`config.mk`:
```
export PLATFORM = sky130hd
export DESIGN_NAME = frs_message_transmitter
export DESIGN_NICKNAME = d
export VERILOG_FILES = /design/src/rtl/frs_message_transmitter.sv
export SDC_FILE = /design/constraint.sdc
export NUM_CORES = 1
export LEC_CHECK = 0
export BUFFER_PORTS_ARGS = -buffer_cell sky130_fd_sc_hd__buf_2
export CELL_PAD_IN_SITES_DETAIL_PLACEMENT = 0
export CELL_PAD_IN_SITES_GLOBAL_PLACEMENT = 1
export CORE_MARGIN = 4
export CORE_UTILIZATION = 35
export DETAILED_ROUTE_END_ITERATION = 10
export PLACE_DENSITY = 0.61
export SYNTH_ARGS = -nofsm -noshare
export SYNTH_HDL_FRONTEND = slang
export SYNTH_SLANG_ARGS = --single-unit
```
`constraint.sdc`:
```
create_clock -name clk -period 2.95 [get_ports clk]
set_input_delay 0 -clock clk [delete_from_list [all_inputs] [get_ports clk]]
set_output_delay 0 -clock clk [all_outputs]
set_load 0.02 [all_outputs]
```
`src/rtl/frs_message_transmitter.sv`:
```
// FRS Message source: queues function-readiness events and issues each one as a
// message request to the TL transmit arbiter, with a forced idle gap between messages.
module frs_message_transmitter #(
  parameter int QUEUE_DEPTH = 4,
  parameter int MIN_GAP     = 8,
  parameter int FUNC_W      = 8
) (
  input  logic                           clk,
  input  logic                           rst,
  input  logic                           link_dl_down,
  input  logic                           frs_tx_enable,
  input  logic                           evt_valid,
  input  logic [FUNC_W-1:0]              evt_func,
  input  logic [3:0]                     evt_reason,
  output logic                           tx_valid,
  input  logic                           tx_ready,
  output logic [7:0]                     tx_msg_code,
  output logic [FUNC_W-1:0]              tx_func,
  output logic [3:0]                     tx_reason,
  output logic                           evt_dropped,
  output logic [$clog2(QUEUE_DEPTH):0]   queue_count
);

  localparam int PTR_W = $clog2(QUEUE_DEPTH);
  localparam int CNT_W = PTR_W + 1;
  localparam int GAP_W = $clog2(MIN_GAP + 1);
  localparam logic [7:0] FRS_MSG_CODE = 8'h09;

  typedef enum logic [1:0] {IDLE, SEND, GAP} state_t;

  state_t                state;
  logic [FUNC_W+3:0]     mem [QUEUE_DEPTH];
  logic [PTR_W-1:0]      wr_ptr;
  logic [PTR_W-1:0]      rd_ptr;
  logic [CNT_W-1:0]      count;
  logic [GAP_W-1:0]      gap_cnt;
  logic [FUNC_W+3:0]     head;
  logic                  pop;
  logic                  push;

  // A pop frees a slot in the same cycle, so a full FIFO can still take a push then.
  assign pop  = (state == IDLE) && (count != '0) && !link_dl_down;
  assign push = evt_valid && frs_tx_enable && !link_dl_down &&
                ((count < CNT_W'(QUEUE_DEPTH)) || pop);
  assign head = mem[rd_ptr];
  assign queue_count = count;

  // NOTE: storage has no reset; validity is tracked by count, so stale entries are never read.
  always_ff @(posedge clk) begin
    if (push) mem[wr_ptr] <= {evt_func, evt_reason};
  end

  always_ff @(posedge clk) begin
    if (rst) begin
      state       <= IDLE;
      wr_ptr      <= '0;
      rd_ptr      <= '0;
      count       <= '0;
      gap_cnt     <= '0;
      tx_valid    <= 1'b0;
      tx_msg_code <= '0;
      tx_func     <= '0;
      tx_reason   <= '0;
      evt_dropped <= 1'b0;
    end else begin
      evt_dropped <= evt_valid && !push;
      if (link_dl_down) begin
        state       <= IDLE;
        wr_ptr      <= '0;
        rd_ptr      <= '0;
        count       <= '0;
        gap_cnt     <= '0;
        tx_valid    <= 1'b0;
        tx_msg_code <= '0;
      end else begin
        if (push) wr_ptr <= wr_ptr + PTR_W'(1);
        if (pop)  rd_ptr <= rd_ptr + PTR_W'(1);
        case ({push, pop})
          2'b10:   count <= count + CNT_W'(1);
          2'b01:   count <= count - CNT_W'(1);
          default: count <= count;
        endcase

        case (state)
          IDLE: begin
            if (pop) begin
              {tx_func, tx_reason} <= head;
              tx_valid             <= 1'b1;
              tx_msg_code          <= FRS_MSG_CODE;
              state                <= SEND;
            end
          end
          SEND: begin
            if (tx_ready) begin
              tx_valid    <= 1'b0;
              tx_msg_code <= '0;
              gap_cnt     <= GAP_W'(MIN_GAP);
              state       <= GAP;
            end
          end
          GAP: begin
            gap_cnt <= gap_cnt - GAP_W'(1);
            if (gap_cnt == GAP_W'(1)) state <= IDLE;
          end
          default: state <= IDLE;
        endcase
      end
    end
  end

endmodule

```
==> results of run 1 <==
## cells in the final DEF, fill, tap and decap left out, types with 6 or more instances in the layout
master and n:
clkbuf_8 9, mux4_1 11, dlygate4sd3_1 15, conb_1 6, a21oi_1 24, inv_1 11
buf_2 36, nand3_1 15, edfxtp_1 48, dfxtp_1 27, nor2_1 7, o21ai_0 18
ha_1 7
## path summary, 6_finish.rpt
path,start,end,slack (ps),cells past startpoint
worst max-delay path,queue_count[2],queue_count[2],550,9
worst max register to register,queue_count[2],queue_count[2],550,9
worst min register to register,tx_reason[1],tx_reason[1],480,2
worst min-delay path,link_dl_down,tx_msg_code[0],70,4
## state kept, by name, indices dropped and copies added (netlist names)
register and cells:
rd_ptr 2, mem 48, queue_count 3, wr_ptr 2, tx_func 8, gap_cnt 4
tx_msg_code 1, tx_reason 4, evt_dropped 1, state 2
## logic make-up (layout without fill, tap and decap cells)
| logic type | after synthesis | in the layout | synth area share [%] |
|---|---|---|---|
| multiplexers | 12 | 12 | 10.0 |
| buffers and inverters | 31 | 80 | 5.19 |
| flip-flops | 75 | 75 | 63.7 |
| AO/OA/AOI/OAI | 50 | 50 | 8.81 |
| XOR/XNOR | 2 | 2 | 0.563 |
| other | 1 | 6 | 0.121 |
| adder cells (fa/ha/maj) | 8 | 8 | 3.46 |
| AND/OR/NAND/NOR | 46 | 46 | 8.13 |
## routing by layer
| metal | up-vias | share of wire [%] | global-route usage, % | wire length [um] |
|---|---|---|---|---|
| li1 | 935 | - | - | - |
| met1 | 897 | 44 | 14.8 | 2570 |
| met2 | 39 | 50 | 19.3 | 2910 |
| met3 | 6 | 4.3 | 2.59 | 249 |
| met4 | 0 | 1.4 | 6.36 | 80 |
| met5 | - | 0 | 0 | 0 |
## critical path: cells and delay by family, from the launching register on
kind | cells | cell delay, ps
AO/OA/AOI/OAI | 1 | 150
XOR/XNOR | 1 | 150
adder cells (fa/ha/maj) | 2 | 550
buffers and inverters | 2 | 160
flip-flops | 1 | 420
AND/OR/NAND/NOR | 3 | 910
## power breakdown
part	switching [mW]	leakage (nW)	internal (mW)
clock	0.430	0.110	0.416
combinational	0.0550	0.557	0.0396
sequential	0.00461	0.652	1.12
## per-stage QoR
stage / instance area [sq um] / hold slack, ps
final: 3700 / 69.8
after global routing: 3700 / 85.4
after CTS: 3700 / 56.1
after detailed placement: 3340 / 223
after global placement: 3340 / 215
after floorplan: 3130 / 69.1
## final cells by class
cell class / count / area, sq um
Clock inverter: 7 / 90.1
Fill cell: 807 / 4970
Multi-Input combinational cell: 124 / 986
Tap cell: 108 / 135
Clock buffer: 9 / 124
Timing Repair Buffer: 53 / 345
Sequential cell: 75 / 1980
Inverter: 11 / 41.3
==> out/summary.md, run 1 <==
The synthesized netlist occupies a cell area of 0.00311 sq mm. Post-CTS timing repair inserted 0 buffers for setup. Walking the worst path, the cells encountered are or3_1, nand2_1, inv_1, ha_1, inv_1, fa_1, xor2_1, or3_1, a21oi_1. The most used flip-flop cell after synthesis is edfxtp_1. After floorplanning, the core was sized to cover 0.00868 sq mm. STA classifies the critical path startpoint as a flip-flop. The share of flip-flops with an asynchronous set or reset was 0%.

The number of gates resized after CTS was 0. After the flow finishes, the layout carries non-filler instances totaling 387. On the worst path, the slowest cell contributes a delay of 420 ps. The tools report the first-pass GRT wire length as 9250 um. The via count normalized by instance count works out to 4.85. The post-synthesis cell type with the largest combined area is edfxtp_1.

In the post-synthesis netlist, the cell with the most instances is edfxtp_1. By area the synthesized netlist is led by edfxtp_1 (46%), dfxtp_1 (17%), mux4_1 (9.3%). Clock latency on the worst-skew pair, taken at its later pin, is 350 ps. Cells fill 42.7% of the core in the end.

The critical path required time came out at 3230 ps. Timing would allow up to 417 MHz. The detailed-routing iteration count for the pre-antenna-repair pass is 4, and the area share of the leading cell type in the synthesized netlist is 46.3%. The H-tree depth reported by CTS was 3. In this run the mean area of a mapped cell was 13.8 sq um.

For the total detailed-routing wirelength, the log shows 5810 um. Flop and latch count out of synthesis: 75. The largest individual stage delay along the critical path comes from the cell dfxtp_1. The routability congestion estimate came out at 0.728.

The logs give 0 for the number of warnings printed during yosys synthesis and 0 for the remaining antenna violation count. The analysis attributes to cell leakage a power of 1.32 nW. Setup repair after global routing left no endpoint under its margin. The placed cell count is 356, and the relative slew slack is 53.2%. Area added between synthesis and finish: 19.1%. The total of hold buffers inserted after clock tree synthesis was 15. The signal arrival time at the worst endpoint was 2680 ps; the final count of negative-setup-slack endpoints was 0. Number of diodes added for antenna fixing: 0.

The final setup skew was 6.89 ps; the number of sinks on the clock net was 75. Summing internal, switching and leakage power gives 2.07 mW. The first routing iteration left 39 violations. The floorplan step defined a die boundary enclosing 0.0105 sq mm. The flow ran to the end, and the final reports show no timing, DRC or antenna violations.

Of the synthesized area, sequential elements account for 63.7%. The type of the setup path with the least slack is reg2reg. Across the VDD grid, the largest voltage drop is 256 uV.

Clock tree synthesis selected as its root buffer the cell clkbuf_8. Synthesis instantiated 39 different standard cells from the library. The worst setup path is captured at a flip-flop. The worst path setup slack after routing came out at 550 ps. The run gives 1839 as the number of global-route vias before repair.

The total I/O pin count was 43; the overall overflow remaining after global route was 0. For the pin with the worst max-slew slack, the measured transition is 700 ps. Number of flops mapped to enable cells by yosys: 48.

The number of pins with negative max-slew slack in the final report came out at 0. In the synthesized netlist, the number of instances is 225. The initial antenna violation count was 0. The worst slack after detailed placement is 587 ps.

Measured along the y axis, the die boundary spans 102 um. The wire length per cell came out at 15.0 um. TritonCTS built the clock tree. Ranked by instance count, the synthesized netlist is headed by edfxtp_1 (48), dfxtp_1 (27), a21oi_1 (24). In this run the worst hold path is classified as in2reg. Detailed placement ended at an HPWL of 3840 um. The clock input transition at the sequential cells of the worst setup and hold paths was 90 ps; the largest net degree at the start of global routing was 17.

After routing, the total negative slack on setup checks comes to 0 ps. Number of hold-slack violations in the final timing report: 0. The count of input and output buffers was 36; the combined global-route utilization of all metal layers was 11.9%. The tools report the starting density of the core as 35.8%. The fraction of layout instances using a drive strength above 1 is 20.8%. Dividing the final minimum period by the clock period gives 81.4%.

After floorplanning, the core was divided into 34 placement rows. After layout, the minimum clock period comes to 2400 ps. At the end of the flow, the number of nets in the layout was 300.

The tool flagged a number of max-cap violations equal to 0. Power spread over the standard cell area amounts to 558 mW/mm^2. The number of clock buffers added by TritonCTS is 9. The largest driver fanout on the critical path is 14. No sink is reached through more buffers than the 2 on the longest clock path. For this run, design rule violations remaining after detail routing come to 0. Via count: 1877.

From left edge to right edge, the die measures 102 um.
No activity file was read; power rests on OpenSTA's default activity.
==> run 2, diff against run 1 <==
==> constraint.sdc (replaced) <==
create_clock -name clk -period 2.45 [get_ports clk]
set_input_delay 0 -clock clk [delete_from_list [all_inputs] [get_ports clk]]
set_output_delay 0 -clock clk [all_outputs]
set_load 0.02 [all_outputs]
==> run 2 against run 1 <==
  * Design area up 1.6%
  * Hold slack worse by 58 ps
  * Critical path depth up 1
  * First-iteration DRC count up 74%
  * Wire length up 2.9%
  * Clock skew up 4.5 ps
  * Final cell count up 1.8%
==> out/summary.md, run 2 (synthesized netlist as in run 1, its figures left out) <==
Type of the setup path with the least slack: reg2reg (unchanged). The startpoint of the lowest-slack register-to-register path is state[1] (was queue_count[2]). The master cell of the clock root buffer was clkbuf_8 (unchanged). For the upper clock frequency limit, the log shows 487 MHz (was 417 MHz). Iteration-0 DRC count of the detailed router: 68 (was 39).

Largest registers in the final layout: mem (48), tx_func (8) (unchanged). The terminus of the critical flop-to-flop path is queue_count[2] (unchanged). The worst-case reg-to-reg path depth came out at 10 (was 9). The stage delay of the slowest cell on the critical path was 370 ps (was 420 ps); the fraction of layout instances using a drive strength above 1 was 22.7% (was 20.8%). The detailed-placement wirelength estimate is 4010 um (was 3840 um), and the number of global-route vias before repair is 1909 (was 1839). First-pass GRT wire length: 9560 um (was 9250 um). Top library cells by usage in the layout, fill and taps aside: edfxtp_1 (48), buf_2 (36), dfxtp_1 (27), a21oi_1 (24), o21ai_0 (18) (unchanged). Count of input and output buffers: 36 (unchanged).

The detailed-routed wire length on met2 is 2910 um (about the same). Largest register by flop count: mem (unchanged). The number of pins with negative max-slew slack in the final report was 0 (unchanged); the remaining antenna violation count was 0 (unchanged). Worst hold path stage count: 2 (was 4). The logs give 11.4 ps (was 6.89 ps) for the final setup skew and 0 (unchanged) for the count of unresolved DRC violations after routing. Setup repair after global routing left no endpoint under its margin. The combined global-route utilization of all metal layers is 12.2% (was 11.9%), and the worst supply voltage drop on vdd is 505 uV (was 256 uV).

The clock input transition at the sequential cells of the worst setup and hold paths was 90 ps (about the same). The terminating pin of the worst hold path was tx_func[4] (was tx_msg_code[0]). The highest-delay cell along the critical path was fa_1 (was dfxtp_1). The tools report the critical path required time as 2730 ps (was 3230 ps).

Critical Path, Cell by Cell: buf_4, o21a_1, nor2_1, inv_1, ha_1, inv_1, fa_1, xor2_1, or3_1, a21oi_1 (was or3_1, nand2_1, inv_1, ha_1, inv_1, fa_1, xor2_1, or3_1, a21oi_1). The largest driver fanout on the critical path is 12 (was 14), and the total die area is 0.0105 sq mm (unchanged). The register cell area after layout came out at 0.00198 sq mm (unchanged). The logs give 0 (unchanged) for the number of violations of the max-capacitance limit and 0 (unchanged) for the count of cells resized by post-cts repair. TritonCTS built the clock tree.

The run gives 364 (was 356) as the placed cell count. The type of the tightest min-delay check was in2reg (unchanged). The power density of the placed cells came out at 670 mW/mm^2 (was 558 mW/mm^2).

The total area of multi-input combinational cells is 986 sq um (unchanged). The wire length per cell was 15.2 um (was 15.0 um); the number of CTS-inserted buffers was 9 (unchanged). For the sum of negative setup slack, the log shows 0 ps (unchanged). The run gives 4 (unchanged) as the detailed-routing iteration count for the pre-antenna-repair pass.

Slew at the pin closest to its max-slew limit: 575 ps (was 700 ps). The worst reg-to-reg setup slack was 400 ps (was 550 ps); the routed length on met3 was 225 um (was 249 um). For the filler cell count, the log shows 816 (was 807). The startpoint of the tightest hold check path is rst (was link_dl_down). The number of buffers between clock root and the deepest sink was 2 (unchanged). For the total detailed-routing wirelength, the log shows 5980 um (was 5810 um). The time the worst path needs with I/O delays and setup was 2050 ps (was 2400 ps). The flow ran to the end, and the final reports show no timing, DRC or antenna violations. Startpoint type of the worst setup path: a flip-flop (unchanged). The total I/O pin count is 43 (unchanged). The largest net degree at the start of global routing was 16 (was 17).

The logs give 340 ps (was 350 ps) for the later-pin clock latency in the skew report and 35.8% (unchanged) for the starting density of the core. The run gives 0 (unchanged) as the overall overflow remaining after global route. The area added between synthesis and finish came out at 21.0% (was 19.1%). The element type at the critical path end was a flip-flop (unchanged).

The logs give 0 (unchanged) for the number of diodes added for antenna fixing and 3 (unchanged) for the H-tree depth reported by CTS. Height of the chip: 102 um (unchanged). The run gives 1907 (was 1877) as the via count.

The flip-flop count of the largest register, all copies and words added is 48 (unchanged). For the signal arrival time at the worst endpoint, the log shows 2330 ps (was 2680 ps). The logs give 0.768 (was 0.728) for the routability congestion estimate and 14 (was 15) for the total of hold buffers inserted after clock tree synthesis. The core box area is 0.00868 sq mm (unchanged). Post-layout instance count excluding filler cells: 394 (was 387). The power consumption was 2.52 mW (was 2.07 mW). The relative slew slack came out at 61.2% (was 53.2%). The run gives 75 (unchanged) as the number of sinks on the clock net. The number of hold-slack violations in the final timing report was 0 (unchanged).

The run gives 0 (unchanged) as the final count of negative-setup-slack endpoints. Highest routing layer actually used: met4 (unchanged). The leakage power of the design is 1.36 nW (was 1.32 nW), and the initial antenna violation count is 0 (unchanged). Number of buffers inserted to repair setup after CTS: 0 (unchanged). Total number of nets in the final design: 307 (was 300). The most frequent cell on the critical path is inv_1. The cell row count is 34 (unchanged).

Post-route clock period utilization: 83.8% (was 81.4%). The most common cell after layout, fill and taps aside is edfxtp_1 (unchanged). The x dimension of the die came out at 102 um (unchanged). The via count normalized by instance count was 4.84 (was 4.85); the length of routed wiring on met1 was 2740 um (was 2570 um).
==> run 2: changes by cell type in the layout (fill, tap and decap cells not counted) <==
cell / delta
clkinv_4: +1
dlygate4sd3_1: -1
clkinv_1: +1
buf_4: +8
inv_8: -3
bufinv_16: +1
==> run 2: where the power goes <==
group | switching (mW) | internal (mW) | leakage, nW | total, mW
combinational | 0.0689 | 0.0488 | 0.596 | 0.118
clock | 0.465 | 0.581 | 0.112 | 1.05
sequential | 0.00428 | 1.35 | 0.652 | 1.36
total | 0.538 | 1.98 | 1.36 | 2.52
==> run 2: metal layers <==
layer	up-vias	track usage, %
li1	953	-
met1	909	15.4
met2	37	20.1
met3	8	3.34
met4	0	4.84
met5	-	0
==> run 2: critical path, delay by kind of cell, from the launching register on <==
kind	cells	cell delay, ps
adders and majority gates	2	530
xor gates and xnor gates	1	160
and+or+nand+nor	2	380
AOI/OAI and AO/OA	2	310
buffers and inverters	3	280
DFF	1	330
==> run 2: how the worst max path moves through the flow <==
stage,startpoint,endpoint,depth (start not counted)
final,state[1],queue_count[2],10
after global placement,state[1],queue_count[2],10
after floorplan,queue_count[2],queue_count[2],10
after global routing,state[1],queue_count[2],10
after detailed placement,state[1],queue_count[2],10
after CTS,state[1],queue_count[2],10
==> run 2: cell type report <==
class / count / share of cell area (%)
timing repair buffer: 60 / 10.5
clock inverter: 7 / 2.63
inverter: 11 / 1.10
sequential: 75 / 52.7
clock buffer: 9 / 3.29
multi-input combinational: 124 / 26.2
tap: 108 / 3.59
==> run 2: through the flow <==
stage	instance area, sq um	util [%]	setup WS (ps)	hold slack [ps]
3_3_place_gp	3400	39.2	452	215
5_1_grt	3760	43.4	244	16.1
6_report	3760	43.4	396	12.1
3_5_place_dp	3400	39.2	415	217
4_1_cts	3760	43.4	396	0.151
2_1_floorplan	3130	-	283	69.1
==> run 3, diff against run 2 <==
--- a/config.mk
+++ b/config.mk
@@ -11,7 +11,7 @@
 export CORE_MARGIN = 4
 export CORE_UTILIZATION = 35
 export DETAILED_ROUTE_END_ITERATION = 10
-export PLACE_DENSITY = 0.61
+export PLACE_DENSITY = 0.63
 export SYNTH_ARGS = -nofsm -noshare
 export SYNTH_HDL_FRONTEND = slang
 export SYNTH_SLANG_ARGS = --single-unit
==> constraint.sdc (replaced) <==
create_clock -name clk -period 1.8 [get_ports clk]
set_input_delay 0 -clock clk [delete_from_list [all_inputs] [get_ports clk]]
set_output_delay 0 -clock clk [all_outputs]
set_load 0.02 [all_outputs]
==> run 3 against run 2 <==
  * The flow now finishes with violations (negative setup slack)
  * Flip-flop and latch count is the same
  * Hold slack gained 110 ps
  * Die area stayed put
  * Non-clock buffer count up 13
  * Maximum frequency grew 12%
  * Clock-buffer cell count increased by 1
  * Critical path type unchanged
==> out/summary.md, run 3 (synthesized netlist as in run 1, its figures left out) <==
The area added between synthesis and finish is 26.7% (was 21.0%). The post-detailed-placement cell area was 0.00357 sq mm (was 0.00340 sq mm); the share of the core filled with cells was 45.4% (was 43.4%). The logs give 320 (was 307) for the total number of nets in the final design and 61.1% (was 61.2%) for the relative slew slack. The largest register by flop count is mem (unchanged). The wire length per cell works out to 14.7 um (was 15.2 um). The x dimension of the die is 102 um (unchanged). TritonCTS built the clock tree.

The run gives 0 (unchanged) as the number of diodes added for antenna fixing. The number of pins with negative max-slew slack in the final report is 0 (unchanged). The tools report the later-pin clock latency in the skew report as 340 ps (about the same).

Top library cells by usage in the layout, fill and taps aside: edfxtp_1 (48), buf_2 (36), a21oi_1 (24), dfxtp_1 (22) (was edfxtp_1 (48), buf_2 (36), dfxtp_1 (27), a21oi_1 (24), o21ai_0 (18)). The count of input and output buffers is 36 (unchanged). Time the worst path needs with I/O delays and setup: 1840 ps (was 2050 ps).

The overall overflow remaining after global route is 0 (unchanged), and the clock input transition at the sequential cells of the worst setup and hold paths is 80 ps (was 90 ps). For the detailed-routing iteration count for the pre-antenna-repair pass, the log shows 4 (unchanged). The tools report the startpoint type of the worst setup path as a flip-flop (unchanged). The number of buffers between clock root and the deepest sink is 2 (unchanged). Most common cell after layout, fill and taps aside: edfxtp_1 (unchanged).

The H-tree depth reported by CTS is 3 (unchanged). The flow ran to the end, but the final reports show violations. The largest driver fanout on the critical path was 4 (was 12). The checks that failed: negative setup slack.

The tools report the master cell of the clock root buffer as clkbuf_8 (unchanged). The type of the setup path with the least slack is reg2reg (unchanged). The run gives 11.0 ps (was 11.4 ps) as the final setup skew. The type of the tightest min-delay check is in2reg (unchanged). For the total I/O pin count, the log shows 43 (unchanged). Flip-flop count of the largest register, all copies and words added: 48 (unchanged). Setup repair after global routing could not meet its margin everywhere.

The upper clock frequency limit was 543 MHz (was 487 MHz); the power density of the placed cells was 838 mW/mm^2 (was 670 mW/mm^2). Number of global-route vias before repair: 1986 (was 1909). The largest net degree at the start of global routing came out at 16 (unchanged). Largest registers in the final layout: mem (48), tx_func (8) (unchanged).

The cell row count was 34 (unchanged). The iteration-0 DRC count of the detailed router is 65 (was 68). The worst supply voltage drop on vdd is 677 uV (was 505 uV). The tools report the element type at the critical path end as a flip-flop (unchanged). The post-route clock period utilization works out to 102% (was 83.8%). The run gives 9980 um (was 9560 um) as the first-pass GRT wire length.

The number of hold-slack violations in the final timing report came out at 0 (unchanged). The via count normalized by instance count was 4.87 (was 4.84); the number of sinks on the clock net was 75 (unchanged). The tools report the remaining antenna violation count as 0 (unchanged).

The run gives 35.8% (unchanged) as the starting density of the core. The worst slack after detailed placement came out at -27.8 ps (was 415 ps). Number of violations of the max-capacitance limit: 0 (unchanged). The run gives 12.7% (was 12.2%) as the combined global-route utilization of all metal layers. Height of the chip: 102 um (unchanged). The run gives 0.00868 sq mm (unchanged) as the core box area.

The initial antenna violation count came out at 0 (unchanged). The worst slack on hold paths is 118 ps (was 12.1 ps), and the via count is 1982 (was 1907). Slew at the pin closest to its max-slew limit: 583 ps (was 575 ps). Critical path required time: 2060 ps (was 2730 ps). The logs give 0 (unchanged) for the count of unresolved DRC violations after routing and 4100 um (was 4010 um) for the detailed-placement wirelength estimate. The leakage power of the design was 1.43 nW (was 1.36 nW). The fraction of layout instances using a drive strength above 1 came out at 29.8% (was 22.7%).

The total die area is 0.0105 sq mm (unchanged), and the routability congestion estimate is 0.700 (was 0.768). The sum of negative setup slack was -40.8 ps (was 0 ps); the signal arrival time at the worst endpoint was 2110 ps (was 2330 ps). The number of CTS-inserted buffers is 9 (unchanged).

The run gives 0.00394 sq mm (was 0.00376 sq mm) as the total non-filler cell area in the finished layout. The run gives 5970 um (was 5980 um) as the total detailed-routing wirelength. Worst path setup slack after routing: -40.8 ps (was 396 ps). The tools report the final count of negative-setup-slack endpoints as 1 (was 0).
==> run 3: cell count changes in the layout (fill, tap and decap cells not counted), sizes merged <==
cell / before / now
clkinvlp: 0 / 1
buf: 46 / 58
clkinv: 3 / 2
clkbuf: 9 / 10
bufinv: 2 / 1
dlygate4sd3: 14 / 15
==> run 3: what timing repair did <==
item / in CTS / in global routing
gates resized for setup: 1 / 3
buffers inserted: 1 / 0
hold buffers: 15 / 0
endpoints found under the hold margin: 54 / 0
setup endpoints to repair: 1 / 2
pin swaps: 1 / 1
gates cloned: 0 / 0
==> run 3: layout make-up <==
type                            instances  area [sq um]
Fill cell                             816          4740
Sequential cell                        75          2000
Multi-Input combinational cell        124          1020
Timing Repair Buffer                   73           546
Tap cell                              108           135
Clock buffer                           10           128
Clock inverter                          6          72.6
Inverter                               11          41.3
==> run 3: path summary, 6_finish.rpt <==
kind | end | depth (start not counted) | slack (ps) | start
max | queue_count[2] | 9 | -40 | state[0]
min | wr_ptr[0] | 4 | 120 | frs_tx_enable
max reg2reg | queue_count[2] | 9 | -40 | state[0]
min reg2reg | tx_reason[0] | 2 | 470 | tx_reason[0]
==> run 3: critical path, stage by stage, from the launching register on <==
cell	delay [ps]
dfxtp_4	370
o21a_1	140
nor2_1	60
inv_1	100
ha_4	140
inv_2	30
fa_2	340
xor2_1	150
or3_1	300
a21oi_1	130
==> run 3: report_power, final <==
part	switching [mW]	internal [mW]
combinational	0.0976	0.0793
clock	0.632	0.655
sequential	0.00541	1.83
total	0.735	2.57
==> run 3: per-layer routing <==
layer / up-vias / share of wire, % / global-route usage, %
met2: 48 / 49 / 20.3
met3: 10 / 4.7 / 3.21
met4: 0 / 1.7 / 5.45
met1: 947 / 45 / 16.3
li1: 977 / - / -
met5: - / 0 / 0
==> run 3: metrics by stage <==
stage / cells / total power [mW]
floorplan: 230 / 1.98
global placement: 375 / 2.03
detailed placement: 375 / 2.03
CTS: 407 / 3.36
global route: 407 / 3.45
finish: 407 / 3.30
